===== src/rtl/divider_pkg.sv =====
// Control encodings shared by the shift-subtract divider and shift-add multiplier.
// Also provides a constant-foldable clog2 for counter sizing.
package divider_pkg;

  typedef enum logic [1:0] {
    StIdle = 2'b00,
    StRun  = 2'b01,
    StDone = 2'b10
  } div_state_e;

  // Never returns 0, so a counter for value==1 still has one bit.
  function automatic int unsigned clog2(input int unsigned value);
    int unsigned result;
    result = 1;
    for (int i = 1; i < 32; i++) begin
      if ((32'd1 << i) < value) result = i + 1;
    end
    return result;
  endfunction

endpackage


===== src/rtl/mul_shift_add_dp.sv =====
// Shift-add multiplier datapath: accumulator, shifting multiplicand and multiplier.
// Control (load/step) comes from the top-level FSM.
module mul_shift_add_dp
  import divider_pkg::*;
#(
  parameter int unsigned WIDTH = 8
) (
  input  logic               CLK,
  input  logic               CLR_bar,
  input  logic               i_load,
  input  logic               i_step,
  input  logic [WIDTH-1:0]   i_a,
  input  logic [WIDTH-1:0]   i_b,
  output logic [2*WIDTH-1:0] o_acc_next
);

  logic [2*WIDTH-1:0] r_acc;
  logic [2*WIDTH-1:0] r_mcand;
  logic [WIDTH-1:0]   r_mplier;
  logic [2*WIDTH-1:0] w_acc_next;

  // Accumulator value after the current step; the top captures it on the final step.
  always_comb begin
    w_acc_next = r_acc;
    if (r_mplier[0]) w_acc_next = r_acc + r_mcand;
  end

  assign o_acc_next = w_acc_next;

  always_ff @(posedge CLK or negedge CLR_bar) begin
    if (!CLR_bar) begin
      r_acc    <= '0;
      r_mcand  <= '0;
      r_mplier <= '0;
    end else if (i_load) begin
      r_acc    <= '0;
      r_mcand  <= {{WIDTH{1'b0}}, i_a};
      r_mplier <= i_b;
    end else if (i_step) begin
      r_acc    <= w_acc_next;
      r_mcand  <= r_mcand << 1;
      r_mplier <= r_mplier >> 1;
    end
  end

endmodule


===== src/rtl/seq_shift_add_multiplier.sv =====
// Iterative unsigned multiplier, one multiplier bit per clock, with the divider's
// start/ready/done handshake. Holds FSM, step counter and the result registers.
module seq_shift_add_multiplier
  import divider_pkg::*;
#(
  parameter int unsigned WIDTH = 8
) (
  input  logic               CLK,
  input  logic               CLR_bar,
  input  logic               start,
  input  logic [WIDTH-1:0]   a,
  input  logic [WIDTH-1:0]   b,
  output logic               ready,
  output logic               busy,
  output logic               done,
  output logic [2*WIDTH-1:0] product
);

  localparam int unsigned CntW = clog2(WIDTH);
  localparam logic [CntW-1:0] CntLast = CntW'(WIDTH - 1);

  div_state_e         r_state;
  div_state_e         w_state_next;
  logic [CntW-1:0]    r_count;
  logic [CntW-1:0]    w_count_next;
  logic [2*WIDTH-1:0] r_product;
  logic [2*WIDTH-1:0] w_product_next;
  logic               r_done;
  logic               w_done_next;
  logic               w_load;
  logic               w_step;
  logic [2*WIDTH-1:0] w_acc_next;

  mul_shift_add_dp #(
    .WIDTH (WIDTH)
  ) u_dp (
    .CLK        (CLK),
    .CLR_bar    (CLR_bar),
    .i_load     (w_load),
    .i_step     (w_step),
    .i_a        (a),
    .i_b        (b),
    .o_acc_next (w_acc_next)
  );

  always_comb begin
    w_state_next   = r_state;
    w_count_next   = r_count;
    w_product_next = r_product;
    w_done_next    = 1'b0;
    w_load         = 1'b0;
    w_step         = 1'b0;
    ready          = 1'b0;
    busy           = 1'b0;
    case (r_state)
      StIdle: begin
        ready = 1'b1;
        if (start) begin
          w_load       = 1'b1;
          w_count_next = '0;
          w_state_next = StRun;
        end
      end
      StRun: begin
        busy         = 1'b1;
        w_step       = 1'b1;
        w_count_next = r_count + CntW'(1);
        if (r_count == CntLast) begin
          w_product_next = w_acc_next;
          w_done_next    = 1'b1;
          w_state_next   = StDone;
        end
      end
      StDone: begin
        ready = 1'b1;
        // Back-to-back accept keeps throughput at one result per WIDTH+1 cycles.
        if (start) begin
          w_load       = 1'b1;
          w_count_next = '0;
          w_state_next = StRun;
        end else begin
          w_state_next = StIdle;
        end
      end
      default: begin
        w_count_next = '0;
        w_state_next = StIdle;
      end
    endcase
  end

  always_ff @(posedge CLK or negedge CLR_bar) begin
    if (!CLR_bar) begin
      r_state   <= StIdle;
      r_count   <= '0;
      r_product <= '0;
      r_done    <= 1'b0;
    end else begin
      r_state   <= w_state_next;
      r_count   <= w_count_next;
      r_product <= w_product_next;
      r_done    <= w_done_next;
    end
  end

  assign done    = r_done;
  assign product = r_product;

endmodule


===== config.mk =====
export PLATFORM = sky130hd
export DESIGN_NAME = seq_shift_add_multiplier
export DESIGN_NICKNAME = d
export VERILOG_FILES = /design/src/rtl/divider_pkg.sv /design/src/rtl/mul_shift_add_dp.sv /design/src/rtl/seq_shift_add_multiplier.sv
export SDC_FILE = /design/constraint.sdc
export NUM_CORES = 1
export LEC_CHECK = 0
export CAP_MARGIN = 10
export CELL_PAD_IN_SITES_DETAIL_PLACEMENT = 1
export CELL_PAD_IN_SITES_GLOBAL_PLACEMENT = 2
export CORE_UTILIZATION = 40
export DETAILED_ROUTE_END_ITERATION = 7
export GPL_TIMING_DRIVEN = 0
export PLACE_DENSITY = 0.82
export SLEW_MARGIN = 10
export SYNTH_ARGS = -nofsm -noshare
export SYNTH_HDL_FRONTEND = slang
export SYNTH_HIERARCHICAL = 1
export SYNTH_SLANG_ARGS = --single-unit

===== constraint.sdc =====
create_clock -name CLK -period 4.6 [get_ports CLK]
set_input_delay 0.92 -clock CLK [delete_from_list [all_inputs] [get_ports CLK]]
set_output_delay 0.92 -clock CLK [all_outputs]
set_load 0.02 [all_outputs]

==> flow_metrics.env <==
export IMPL_vias_per_cell=5.38
export IMPL_irDropWorstVdd_mv=0.194
export IMPL_nNetsFinal=421
export IMPL_clk_pin_slew_worst_paths_ns=0.08
export IMPL_ctsHoldBuffers=0
export IMPL_synth_top_family_by_area="multiplexers"
export IMPL_syn2layout_area_growth_pct=20.1
export IMPL_crit_slowest_cell="fa_1"
export IMPL_finalSetupViolCount=0
export IMPL_synthTopCellsByArea="dfrtp_1, mux2i_1, mux2_2, ha_1, mux2_4"
export IMPL_timing_hold_violations_final=0
export IMPL_clk_path_buf_depth=2
export IMPL_synth_xor_area_share=0.0315
export IMPL_grt_pass1_wl_um=14600
export IMPL_ys_top_cells_by_count="dfrtp_1, nand2_1, mux2i_1"
export IMPL_fin_crit_sh=0.663
export IMPL_cts_made_buffers=9
export IMPL_die_h_um=97.0
export IMPL_ys_ff_latch=62
export IMPL_synthMuxAreaShare=0.173
export IMPL_place_congestion=0.850
export IMPL_critPathArrivalTime_ns=3.29
export IMPL_htree_levels=3
export IMPL_drive_gt1_frac=0.183
export IMPL_cts_root_buf="clkbuf_8"
export IMPL_synth_top_area_cell="dfrtp_1"
export IMPL_drv_slew=0
export IMPL_rsz0062_at_grt="false"
export IMPL_worst_slack_ns=1.55
export IMPL_track_usage=0.197
export IMPL_hold_path_class="flop to flop"
export IMPL_core_area_um2=8720
export IMPL_routed_wl_um=8560
export IMPL_syn_nets=373
export IMPL_cts_setup_buffers=0
export IMPL_max_freq_ghz=0.328
export IMPL_synth_edf_count=0
export IMPL_wire_per_inst_um=17.2
export IMPL_yosysMostFrequentCell="dfrtp_1"
export IMPL_endpoint_kind="flop"
export IMPL_first_pass_iters=4
export IMPL_fin_cells=497
export IMPL_io_pins=38
export IMPL_cts_tree="yes"
export IMPL_synth_compound_area_frac=0.128
export IMPL_hpwl_um=6240
export IMPL_synthesis_area_um2=3610
export IMPL_drc=0
export IMPL_synthSimpleGateAreaFrac=0.124
export IMPL_tns_ns=0
export IMPL_slowest_delay_ns=0.45
export IMPL_antenna_found_initial=0
export IMPL_rows=34
export IMPL_critPathLaunchType="flop"
export IMPL_rr_endpoint="product[14]"
export IMPL_ctsResizeCount=0
export IMPL_power_density_nw_per_um2=733
export IMPL_status="complete, no violations"
export IMPL_io_buffers=37
export IMPL_place_ws_ns=1.62
export IMPL_antenna_cells=0
export IMPL_cts_sinks=62
export IMPL_p_leak_nw=2.07
export IMPL_dieArea_um2=9420
export IMPL_slew_headroom=0.450
export IMPL_syn_area_per_cell_um2=10.8
export IMPL_ys_types=54
export IMPL_synth_main_ff_cell="dfrtp_1"
export IMPL_clk_latency_ns=0.35
export IMPL_synthAdderAreaFrac=0.0644
export IMPL_critPathKind="flop to flop"
export IMPL_grt_max_degree=63
export IMPL_vias=2674
export IMPL_first_iter_violations=49
export IMPL_grt_ovfl_total=0
export IMPL_synth_top_area_frac=0.429
export IMPL_yosysWarnings=6
export IMPL_clock_skew_ns=0.0113
export IMPL_max_cap_violations=0
export IMPL_hp_start="r_count[0]"
export IMPL_post_route_min_period_ns=3.05
export IMPL_r2r_setup_slack_ns=1.55
export IMPL_initial_core_util=0.414
export IMPL_cp_required_ns=4.84
export IMPL_rr_worst_depth=9
export IMPL_min_path_cells=1
export IMPL_ys_seq_area_frac=0.429
export IMPL_die_w_um=97.0
export IMPL_async_flop_share=1.00
export IMPL_grt_pass1_vias=2841
export IMPL_min_to="r_count[0]"
export IMPL_synthCells=336
export IMPL_path_cells="ha_1, fa_1, a211oi_1, o21bai_1, a21oi_1, o211ai_1, xor2_1, mux2_2, mux2_4"
export IMPL_r2r_start="u_dp/r_acc[0]"
export IMPL_place_inst=481
export IMPL_ant_nets=0
export IMPL_cp_max_fo=3
export IMPL_tightest_slew_ns=0.825
## worst max-delay path, delay by kind of cell (launching register included)
family,cells,cell delay (ns)
AOI/OAI and AO/OA,4,1.11
xor gates and xnor gates,1,0.16
adders and majority gates,2,0.70
DFF,1,0.40
muxes,2,0.56
## metrics by stage
stage | util | area, µm² | total power, mW | hold slack [ns]
2_1_floorplan | - | 3610 | 2.15 | 0.470
3_3_place_gp | 0.472 | 4120 | 2.60 | 0.487
5_1_grt | 0.498 | 4340 | 3.42 | 0.523
3_5_place_dp | 0.472 | 4120 | 2.66 | 0.492
6_report | 0.498 | 4340 | 3.18 | 0.504
4_1_cts | 0.498 | 4340 | 3.22 | 0.512
## cell type report
cell class,count,area [µm²]
clock inverter,7,98.8
timing repair buffer,37,368
buffer,19,130
clock buffer,9,124
sequential,62,1550
fill,970,4380
multi-input combinational,243,1890
tap,108,135
inverter,12,45.0
## cells by family after synthesis
logic type / count (synthesis)
AND/OR/NAND/NOR: 88
AO/OA/AOI/OAI: 68
buffers and inverters: 31
adder cells (fa/ha/maj): 18
XOR/XNOR: 13
multiplexers: 56
flip-flops: 62
## how the worst max path moves through the flow
stage          cells after the start                to          start  slack, ns
5_1_grt                            9       product[14]  u_dp/r_acc[0]       1.36
6_report                           9       product[14]  u_dp/r_acc[0]       1.55
3_3_place_gp                       1  u_dp/r_mcand[13]        CLR_bar       0.47
2_1_floorplan                      9       product[14]  u_dp/r_acc[0]       2.00
4_1_cts                            9       product[14]  u_dp/r_acc[0]       1.56
3_5_place_dp                       5  u_dp/r_mcand[13]          start       1.62
## state kept, by name (all words and copies together) (netlist names)
| name | cells |
|---|---|
| product | 16 |
| u_dp/r_acc | 16 |
| u_dp/r_mcand | 16 |
| u_dp/r_mplier | 8 |
| r_count | 3 |
| r_state | 2 |
| done | 1 |
## metal layers
layer / global-route usage / vias to the layer above / share of wire
li1: - / 1295 / -
met5: 0 / - / 0
met4: 0.0792 / 0 / 0.018
met3: 0.0332 / 13 / 0.029
met1: 0.271 / 1316 / 0.50
met2: 0.308 / 50 / 0.45
## layout by cell type, fill, tap and decap left out, types with 3 or more instances in the layout
| master | netlist | layout |
|---|---|---|
| nand3_1 | 8 | 8 |
| a22o_1 | 3 | 3 |
| a21oi_2 | 3 | 3 |
| mux2i_1 | 27 | 27 |
| o211ai_1 | 4 | 4 |
| xnor2_1 | 7 | 7 |
| a21oi_1 | 13 | 13 |
| mux2_4 | 8 | 8 |
| o21bai_1 | 4 | 4 |
| inv_1 | 12 | 12 |
| buf_4 | 2 | 3 |
| clkdlybuf4s50_1 | 0 | 36 |
| clkbuf_8 | 2 | 11 |
| nor2_1 | 23 | 23 |
| nor3_1 | 6 | 6 |
| buf_6 | 3 | 3 |
| ha_1 | 17 | 17 |
| dfrtp_1 | 62 | 62 |
| nand2_1 | 28 | 28 |
| mux2_2 | 21 | 21 |
| nor2b_1 | 3 | 3 |
| clkbuf_1 | 9 | 9 |
| clkinv_4 | 0 | 3 |
| xor2_1 | 6 | 6 |
| o21ai_0 | 22 | 22 |
## power by group
part	total [mW]	switching, mW	internal [mW]
logic	1.69	0.888	0.804
registers	0.947	0.170	0.777
clock network	0.542	0.236	0.306
Power figures use the tool's default switching activity.
